`config.mk`:
```
export PLATFORM = sky130hd
export DESIGN_NAME = pipeline_sequencer
export DESIGN_NICKNAME = d
export VERILOG_FILES = /design/src/rtl/core_pkg.sv /design/src/rtl/hazard_detect.sv /design/src/rtl/pipeline_sequencer.sv
export SDC_FILE = /design/constraint.sdc
export NUM_CORES = 1
export LEC_CHECK = 0
export ABC_AREA = 1
export BUFFER_PORTS_ARGS = -buffer_cell sky130_fd_sc_hd__buf_2
export CORE_MARGIN = 4
export CORE_UTILIZATION = 30
export DETAILED_ROUTE_END_ITERATION = 7
export GPL_TIMING_DRIVEN = 0
export PLACE_DENSITY = 0.61
export SLEW_MARGIN = 0
export SYNTH_ARGS = -nofsm -noshare
export SYNTH_HDL_FRONTEND = slang
export SYNTH_HIERARCHICAL = 1
export SYNTH_SLANG_ARGS = --single-unit
```
`constraint.sdc`:
```
create_clock -name clk -period 1.8 [get_ports clk]
set_clock_uncertainty 0.05 [all_clocks]
set_input_delay 0.18 -clock clk [delete_from_list [all_inputs] [get_ports clk]]
set_output_delay 0.18 -clock clk [all_outputs]
set_load 0.02 [all_outputs]
```
`src/rtl/core_pkg.sv`:
```
// Shared core definitions: opcodes, exec_cmd codes, swap select encodings and
// the issue-sequencer state type.
package core_pkg;

  localparam logic [5:0] OP_SWP = 6'b111111;

  localparam logic [3:0] CMD_NONE       = 4'b0000;
  localparam logic [3:0] CMD_SWP_FIRST  = 4'b1100;
  localparam logic [3:0] CMD_SWP_SECOND = 4'b1101;

  localparam logic [1:0] SWP_SEL_NONE   = 2'b00;
  localparam logic [1:0] SWP_SEL_FIRST  = 2'b01;
  localparam logic [1:0] SWP_SEL_SECOND = 2'b10;

  typedef enum logic [0:0] {
    SEQ_RUN  = 1'b0,
    SEQ_SWP2 = 1'b1
  } seq_state_e;

endpackage

```
`src/rtl/hazard_detect.sv`:
```
// Combinational RAW hazard check of the ID sources against EXE/MEM destinations.
// With SEQ_FORWARDING_EN defined only the load-use case (EXE load) qualifies.
module hazard_detect #(
  parameter int REG_AW = 5
) (
  input  logic [REG_AW-1:0] src1,
  input  logic [REG_AW-1:0] src2,
  input  logic              single_src,
  input  logic              mem_w_en_id,
  input  logic [REG_AW-1:0] exe_dest,
  input  logic              exe_wb_en,
  input  logic              exe_mem_r_en,
  input  logic [REG_AW-1:0] mem_dest,
  input  logic              mem_wb_en,
  output logic              hazard
);

  logic exe_qual;
  logic mem_qual;
  logic use_src2;
  logic hit1;
  logic hit2;

`ifdef SEQ_FORWARDING_EN
  // Forwarding covers everything except a load result still in EXE.
  assign exe_qual = exe_mem_r_en;
  assign mem_qual = 1'b0;
  logic unused_ok;
  assign unused_ok = exe_wb_en ^ mem_wb_en ^ (^mem_dest);
`else
  assign exe_qual = exe_wb_en;
  assign mem_qual = mem_wb_en;
  logic unused_ok;
  assign unused_ok = exe_mem_r_en;
`endif

  // Stores read src2 as the data operand even when the decoder flags single_src.
  assign use_src2 = !single_src || mem_w_en_id;

  assign hit1 = (src1 != '0) &&
                ((exe_qual && (src1 == exe_dest)) || (mem_qual && (src1 == mem_dest)));
  assign hit2 = (src2 != '0) &&
                ((exe_qual && (src2 == exe_dest)) || (mem_qual && (src2 == mem_dest)));

  assign hazard = hit1 || (use_src2 && hit2);

endmodule

```
`src/rtl/pipeline_sequencer.sv`:
```
// ID-stage issue controller: hazard stalls, branch flush and two-cycle SWP
// sequencing. Build option SEQ_FORWARDING_EN selects load-use-only hazards.
module pipeline_sequencer
  import core_pkg::*;
#(
  parameter int REG_AW = 5,
  parameter int CNT_W  = 16
) (
  input  logic              clk,
  input  logic              rst,
  input  logic [5:0]        opcode,
  input  logic [REG_AW-1:0] src1,
  input  logic [REG_AW-1:0] src2,
  input  logic              single_src,
  input  logic              mem_w_en_id,
  input  logic [REG_AW-1:0] exe_dest,
  input  logic              exe_wb_en,
  input  logic              exe_mem_r_en,
  input  logic [REG_AW-1:0] mem_dest,
  input  logic              mem_wb_en,
  input  logic              branch_taken,
  output logic              freeze,
  output logic              bubble,
  output logic              flush,
  output logic [1:0]        swp_sel,
  output logic              uop_valid,
  output logic [3:0]        uop_cmd,
  output logic [CNT_W-1:0]  stall_cnt,
  output seq_state_e        dbg_state_o
);

  seq_state_e       state_q, state_d;
  logic [CNT_W-1:0] stall_cnt_q, stall_cnt_d;
  logic             hazard;
  logic             stall_inc;

  hazard_detect #(.REG_AW(REG_AW)) u_hazard (
    .src1         (src1),
    .src2         (src2),
    .single_src   (single_src),
    .mem_w_en_id  (mem_w_en_id),
    .exe_dest     (exe_dest),
    .exe_wb_en    (exe_wb_en),
    .exe_mem_r_en (exe_mem_r_en),
    .mem_dest     (mem_dest),
    .mem_wb_en    (mem_wb_en),
    .hazard       (hazard)
  );

  always_comb begin
    state_d   = state_q;
    freeze    = 1'b0;
    bubble    = 1'b0;
    flush     = 1'b0;
    swp_sel   = SWP_SEL_NONE;
    uop_valid = 1'b0;
    uop_cmd   = CMD_NONE;
    stall_inc = 1'b0;
    if (rst) begin
      state_d = SEQ_RUN;
    end else if (branch_taken) begin
      flush   = 1'b1;
      bubble  = 1'b1;
      state_d = SEQ_RUN;
    end else if (state_q == SEQ_SWP2) begin
      // The first micro-op already cleared hazards, so no recheck here.
      swp_sel   = SWP_SEL_SECOND;
      uop_valid = 1'b1;
      uop_cmd   = CMD_SWP_SECOND;
      state_d   = SEQ_RUN;
    end else if (hazard) begin
      freeze    = 1'b1;
      bubble    = 1'b1;
      stall_inc = 1'b1;
    end else if (opcode == OP_SWP) begin
      swp_sel   = SWP_SEL_FIRST;
      uop_valid = 1'b1;
      uop_cmd   = CMD_SWP_FIRST;
      freeze    = 1'b1;
      state_d   = SEQ_SWP2;
    end
  end

  always_comb begin
    stall_cnt_d = stall_cnt_q;
    if (stall_inc && (stall_cnt_q != {CNT_W{1'b1}})) begin
      stall_cnt_d = stall_cnt_q + {{(CNT_W-1){1'b0}}, 1'b1};
    end
  end

  always_ff @(posedge clk) begin
    if (rst) begin
      state_q     <= SEQ_RUN;
      stall_cnt_q <= '0;
    end else begin
      state_q     <= state_d;
      stall_cnt_q <= stall_cnt_d;
    end
  end

  assign stall_cnt   = stall_cnt_q;
  assign dbg_state_o = state_q;

endmodule
```
==> results of run 1 <==
## how the worst max path moves through the flow
stage	slack, ns	startpoint	endpoint
3_5_place_dp	-0.14	src2[4]	stall_cnt[6]
6_report	0.15	src2[4]	uop_cmd[2]
3_3_place_gp	-0.14	src2[2]	uop_cmd[2]
5_1_grt	0.005	src2[4]	uop_cmd[2]
4_1_cts	0.05	src2[2]	uop_cmd[2]
2_1_floorplan	0.12	dbg_state_o	uop_cmd[2]
## critical path: cells and delay by family
| family | cells | cell delay, ns |
|---|---|---|
| and+or+nand+nor | 9 | 0.70 |
| AOI/OAI and AO/OA | 1 | 0.07 |
| buffers and inverters | 4 | 0.47 |
## logic make-up (layout without fill, tap and decap cells)
family | after synthesis | in the layout | synth area share, %
compound gates | 23 | 23 | 8.59
flops | 17 | 17 | 22.5
simple gates | 181 | 181 | 50.0
fa+ha+maj | 1 | 1 | 0.826
buf+inv | 43 | 104 | 13.2
xor+xnor | 8 | 8 | 4.63
other cells | 1 | 1 | 0.248
## timing repair
action,in CTS,in global routing
pin swaps,0,5
resized for setup,3,15
endpoints found under the setup margin,3,15
## synthesized netlist by cell type
cell type,number,area [um2]
nand4_1,2,12.5
inv_2,7,26.3
nor3_1,3,15.0
nor2_1,57,214
xor2_1,5,43.8
a21oi_2,3,26.3
nor2_4,2,22.5
ha_1,1,12.5
o21ai_2,1,8.76
dfxtp_1,17,340
conb_1,1,3.75
nand3_1,16,80.1
nor2_8,1,20.0
nand2_2,4,25.0
a21oi_1,5,25.0
inv_1,28,105
nor2_2,3,18.8
o21ai_1,3,15.0
buf_2,1,5.00
o21ai_0,11,55.1
nand2_1,93,349
buf_6,3,33.8
xnor2_1,3,26.3
buf_4,4,30.0
## through the flow
step / instance area, um2 / setup WS (ns) / util (%) / TNS (ns) / std cells
after floorplan: 1510 / 0.125 / - / 0 / 274
after global placement: 1880 / -0.136 / 39.1 / -1.55 / 398
after detailed placement: 1880 / -0.137 / 39.1 / -1.56 / 398
after CTS: 1940 / 0.0508 / 40.2 / 0 / 402
after global routing: 1990 / 0.00489 / 41.3 / 0 / 402
final: 1990 / 0.152 / 41.3 / 0 / 402
## per-layer routing
layer  routed length, um  vias up  share of wire (%)  global-route usage (%)
met1                1830      723                 46                    16.1
met2                1910       36                 48                    22.9
li1                    -      950                  -                       -
met3                 197        2                5.0                    2.27
met5                   0        -                  0                       0
met4                  33        0               0.83                    2.58
## cell type report
cell class	count	share of cell area, %
flip-flops and latches	17	17.1
clock inverters	1	0.252
plain buffers	8	3.46
clock buffers	3	2.08
well taps	67	4.21
inverters	35	6.60
repair buffers	57	14.6
multi-input cells	214	51.7
## power by group
group          internal (mW)  total [mW]  leakage (nW)  switching (mW)
Combinational         0.0829       0.207         0.904           0.124
Clock                  0.154       0.290        0.0255           0.136
Sequential             0.382       0.391         0.137         0.00853
Total                  0.619       0.888          1.07           0.269
## registers in the layout, indices dropped and copies added, names as in the netlist
name and flops:
stall_cnt 16, dbg_state_o 1
==> run metrics, run 1 <==
worst flop-to-flop path startpoint stall_cnt[0]; Hold Slack 0.0719 ns; Initial DRC Count 49; grt ovf 0; status complete, no violations; Net Count, Synth 309; Clock Tree Buf Depth 2; Inserted Clock Buffers 3; detailed-route wire length per cell 9.89 um; Power Total 0.888 mW; worst skew pair latency 0.25 ns; GPL Wtd Cong 0.819; Worst Setup End Kind output pin; area of the multi-input gates 1030 um2; residual DRC count 0; Die Y 79.0 um; die area 6250 um2; r2r setup slk 0.16 ns; max cap viols 0; CP Cell Sequence buf_2 -> inv_1 -> nand2_1 -> nand2_1 -> nor2_1 -> nand3_1 -> nand2_1 -> nand2_2 -> nand2_4 -> nor2_4 -> nand2_2 -> o21ai_4 -> buf_4 -> buf_4; Hold Path Depth 2; Worst Path Required 1.57 ns; Hold Path Origin rst; share of cells above drive strength 1 29.6%; Startpoint Class input pin; R2R cell count 9; Antenna Nets Post-Route 0; fmax 607 MHz; Arr. time, crit path 1.42 ns; most frequent cells in the layout nand2_1, buf_2, nor2_1, inv_1, dfxtp_1; CTS clk-pin slew, worst paths 0.07 ns; Most Frequent Cell on Critical Path nand2_1; clock tree sinks 17; core area 4820 um2; syn_area_per_cell 5.53 um2; initial antenna violation count 0; fin crit share 91.6%; hold crit path type in2reg; commonest non-fill, non-tap cell in the layout nand2_1; Hold Path End stall_cnt[3]; crit-path max cell delay 0.14 ns; number of detailed-route iterations in the first pass 4; Initial Util 31.4%; Peak VDD IR 0.344 mV; I/O pin count 61; cts hold-fix bufs 0; via count 1711; die width 79.0 um; port buffer count 57; area delta synth->final 31.4%; Worst R2R End stall_cnt[9]; Storage cell area 340 um2; # Post-CTS Setup Buffers 0; Site Rows 25; vias per cell 4.26; first-pass GRT wire length 6510 um; Total GRT Usage 12.8%; Nets 371; WL final 3970 um; Final Hold Fails 0; H-tree Lvls 1; slowest CP cell buf_2; post-synthesis cell type count 24; TritonCTS clock tree yes; Post-Synthesis Cells 274; Pleak 1.07 nW; sequential fraction of the synthesis area 22.5%; Power per Cell Area 446 nW/um2; FF+latch count, synth 17; number of global-route vias before repair 1476; Root Driver clkbuf_8; number of inserted diodes 0; Post-Syn Area 1510 um2; largest net degree at the start of global routing 11; min Tclk post-route 1.65 ns; Final setup viols 0; Post-DP HPWL 3240 um; # fillers 550; pins over their slew limit 0; WS Path Type in2out; crit-path max FO 4; RSZ-0062 raised after global routing no; synth warn 6
No activity file was read; power rests on OpenSTA's default activity.
==> run 2, diff against run 1 <==
--- a/config.mk
+++ b/config.mk
@@ -7,6 +7,7 @@
 export LEC_CHECK = 0
 export ABC_AREA = 1
 export BUFFER_PORTS_ARGS = -buffer_cell sky130_fd_sc_hd__buf_2
+export CORE_ASPECT_RATIO = 0.7
 export CORE_MARGIN = 4
 export CORE_UTILIZATION = 30
 export DETAILED_ROUTE_END_ITERATION = 7
==> run metrics, run 2 (synthesized netlist as in run 1, its figures left out) <==
r2r setup slk 0.19 ns; max cap viols 0; crit-path max FO 4; number of flip-flops in the largest register 16; RSZ-0062 raised after global routing no; crit-path max cell delay 0.14 ns; # fillers 542; worst skew pair latency 0.25 ns; Nets 372; Arr. time, crit path 1.44 ns; Most Frequent Cell on Critical Path nand2_1; fin crit share 92.7%; Final Hold Fails 0; Final setup viols 0; Power Total 0.889 mW; Initial Util 31.3%; GPL Wtd Cong 0.889; Clock Tree Buf Depth 2; hold crit path type in2reg; die width 92.9 um; most frequent cells in the layout nand2_1, buf_2, nor2_1, inv_1; Antenna Nets Post-Route 0; R2R cell count 8; port buffer count 57; number of inserted diodes 0; Post-DP HPWL 3520 um; Peak VDD IR 0.214 mV; min Tclk post-route 1.67 ns; clock tree sinks 17; Pleak 1.07 nW; I/O pin count 61; Hold Path Depth 2; share of cells above drive strength 1 28.9%; pins over their slew limit 0; Startpoint Class input pin; fmax 600 MHz; Worst Path Required 1.57 ns; die area 6270 um2; Root Driver clkbuf_8; CTS clk-pin slew, worst paths 0.07 ns; Initial DRC Count 121; Power per Cell Area 452 nW/um2; core area 4830 um2; Hold Slack 0.0816 ns; status complete, no violations; largest net degree at the start of global routing 11; Die Y 67.4 um; vias per cell 4.35; commonest non-fill, non-tap cell in the layout nand2_1; final instance area 1970 um2; via count 1763; Worst Setup End Kind output pin; H-tree Lvls 1; Total GRT Usage 14.0%; DP Area 1890 um2; number of global-route vias before repair 1583; initial antenna violation count 0; first-pass GRT wire length 7070 um; TritonCTS clock tree yes; number of detailed-route iterations in the first pass 4; Inserted Clock Buffers 3; CP delay by family, top simple AND/OR/NAND/NOR gates; detailed-route wire length per cell 10.4 um; WP buf/inv 4; grt ovf 0; Hold Path Origin rst; slowest CP cell buf_2; area delta synth->final 30.1%; WL final 4220 um; worst flop-to-flop path startpoint stall_cnt[1]; cts hold-fix bufs 0; Site Rows 21; WS Path Type in2out; Worst R2R End stall_cnt[5]; Final TNS setup 0 ns; CP Cell Sequence buf_2 -> inv_1 -> nand2_1 -> nand2_1 -> nor2_1 -> nand3_1 -> nand2_1 -> nand2_1 -> nand2_2 -> nor2_1 -> nand2_1 -> o21ai_2 -> buf_4 -> buf_4; residual DRC count 0; Hold Path End stall_cnt[3]
run 2: timing repair:
item,CTS,global route
buffers inserted,0,1
resized for setup,1,10
gates cloned,0,0
pin swaps,0,2
endpoints found under the setup margin,2,14
run 2: how the worst max path moves through the flow:
stage,startpoint,end,depth (start not counted)
finish,src2[4],uop_cmd[3],14
global route,stall_cnt[1],stall_cnt[9],9
CTS,src2[2],uop_cmd[3],12
detailed placement,mem_dest[3],stall_cnt[5],16
global placement,mem_dest[3],stall_cnt[6],16
floorplan,dbg_state_o,uop_cmd[2],3
run 2: layer usage:
layer,routed length [um],vias to the layer above,track usage [%]
li1,-,954,-
met1,2270,753,20.7
met2,1600,54,21.0
met3,342,2,3.56
met4,9,0,1.28
met5,0,-,0
run 2: area by class of cell:
cell class	count	area, um2	area share, %
Clock buffer	4	45.0	2.29
Sequential cell	17	342	17.3
Buffer	8	68.8	3.49
Inverter	35	131	6.67
Tap cell	69	86.3	4.38
Multi-Input combinational cell	214	998	50.7
Timing Repair Buffer	58	298	15.1
run 2: through the flow:
step / cells / setup WS [ns] / util, %
2_1_floorplan: 274 / 0.125 / -
3_3_place_gp: 400 / -0.129 / 39.0
3_5_place_dp: 400 / -0.138 / 39.0
4_1_cts: 404 / 0.0300 / 40.0
5_1_grt: 405 / 0.00627 / 40.7
6_report: 405 / 0.132 / 40.7
run 2: report_power, final:
group          leakage, nW  internal (mW)  switching, mW
registers            0.138          0.382        0.00850
clock network       0.0228          0.157          0.133
logic                0.907         0.0813          0.127
total                 1.07          0.621          0.268
==> run 3, diff against run 2 <==
--- a/config.mk
+++ b/config.mk
@@ -12,6 +12,7 @@
 export CORE_UTILIZATION = 30
 export DETAILED_ROUTE_END_ITERATION = 7
 export GPL_TIMING_DRIVEN = 0
+export HOLD_SLACK_MARGIN = 0.15
 export PLACE_DENSITY = 0.61
 export SLEW_MARGIN = 0
 export SYNTH_ARGS = -nofsm -noshare
==> run metrics, run 3 (synthesized netlist as in run 1, its figures left out) <==
via count 1772; P_sw 0.268 mW; number of flip-flops in the largest register 16; number of inserted diodes 0; Nets 373; Worst Path Required 1.57 ns; Site Rows 21; Pleak 1.07 nW; Cell Int Power 0.622 mW; vias per cell 4.36; crit-path max cell delay 0.14 ns; hold crit path type in2reg; residual DRC count 0; Comb power frac 23.6%; H-tree Lvls 1; Clock power frac 32.5%; Hold Path Origin rst; Storage cell area 342 um2; GPL Wtd Cong 0.889; die width 92.9 um; Power per Cell Area 450 nW/um2; largest net degree at the start of global routing 11; port buffer count 57; min Tclk post-route 1.68 ns; Most Frequent Cell on Critical Path nand2_1; max cap viols 0; worst skew pair latency 0.25 ns; Critical Path Start src2[4]; slowest CP cell buf_2; CP Cell Sequence buf_2 -> inv_1 -> nand2_1 -> nand2_1 -> nor2_1 -> nand3_1 -> nand2_1 -> nand2_1 -> nand2_2 -> nor2_1 -> nand2_1 -> o21ai_2 -> buf_4 -> buf_4; Initial DRC Count 143; Post-DP HPWL 3520 um; final instance area 1980 um2; Die Y 67.4 um; number of global-route vias before repair 1583; Worst Setup End Kind output pin; WL final 4250 um; CTS clk-pin slew, worst paths 0.07 ns; pins over their slew limit 0; Final Hold Fails 0; clock tree sinks 17; Power Total 0.891 mW; Seq pwr share 43.9%; Root Driver clkbuf_8; CP delay by family, top simple AND/OR/NAND/NOR gates; I/O pin count 61; Inserted Clock Buffers 3; number of detailed-route iterations in the first pass 4; core area 4830 um2; TritonCTS clock tree yes; WP buf/inv 4; Initial Util 31.3%; Arr. time, crit path 1.45 ns; DP Area 1890 um2; area of the multi-input gates 998 um2; Final setup viols 0; final core utilization 40.9%; initial antenna violation count 0; switching portion of total power 30.1%; area delta synth->final 30.7%; worst flop-to-flop path startpoint stall_cnt[1]; # fillers 544; Final TNS setup 0 ns; detailed-route wire length per cell 10.5 um; Startpoint Class input pin; share of cells above drive strength 1 28.8%; fin crit share 93.6%; Antenna Nets Post-Route 0; Total GRT Usage 14.1%; most frequent cells in the layout nand2_1, buf_2, nor2_1, inv_1; crit-path max FO 4; Peak VDD IR 0.212 mV; die area 6270 um2; first-pass GRT wire length 7140 um; grt ovf 0; WS Path Type in2out; commonest non-fill, non-tap cell in the layout nand2_1; RSZ-0062 raised after global routing no; fmax 594 MHz; Clock Tree Buf Depth 2; status complete, no violations
## run 3: cell count changes in the layout (fill, tap and decap cells not counted), sizes merged
cell | previous run | this run
dlygate4sd3 | 0 | 1
## run 3: tightest hold or removal path, stage by stage
cell and delay [ns]:
buf_6 0.11, inv_1 0.06, o21ai_0 0.07, a21oi_1 0.04
## run 3: final cells by class
cell class                      instances  area share, %
Buffer                                  8           3.48
Clock buffer                            4           2.28
Inverter                               35           6.64
Multi-Input combinational cell        214           50.4
Sequential cell                        17           17.3
Tap cell                               69           4.36
Timing Repair Buffer                   59           15.5
## run 3: per-stage QoR
| stage | hold WS (ns) | setup WS, ns | cells |
|---|---|---|---|
| after floorplan | 0.324 | 0.125 | 274 |
| after global placement | 0.350 | -0.129 | 400 |
| after detailed placement | 0.352 | -0.138 | 400 |
| after CTS | 0.189 | 0.0300 | 405 |
| after global routing | 0.200 | 0.00627 | 406 |
| final | 0.190 | 0.116 | 406 |
## run 3: power by group through the flow
stage,registers (mW),logic (mW),clock network [mW]
CTS,0.391,0.205,0.301
floorplan,0.405,0.113,0
global route,0.392,0.237,0.318
finish,0.391,0.210,0.289
global placement,0.399,0.199,0
detailed placement,0.399,0.201,0
## run 3: path summary, 6_finish.rpt
kind | endpoint | slack (ns) | cells past startpoint
setup / recovery | uop_cmd[3] | 0.12 | 14
hold / removal | stall_cnt[12] | 0.19 | 4
setup reg to reg | stall_cnt[5] | 0.20 | 8
hold reg to reg | dbg_state_o | 0.42 | 1
## run 3: layer usage
layer | GRT usage, % | vias to the layer above | wire length, um
li1 | - | 959 | -
met1 | 21.2 | 755 | 2320
met2 | 21.3 | 56 | 1610
met3 | 3.34 | 2 | 317
met4 | 1.10 | 0 | 9
met5 | 0 | - | 0
## run 3: what timing repair did
item,4_1_cts,5_1_grt
pin swaps,0,2
hold buffers,1,0
hold endpoints to repair,4,0
endpoints found under the setup margin,2,14
resized for setup,1,10
setup buffers,0,1
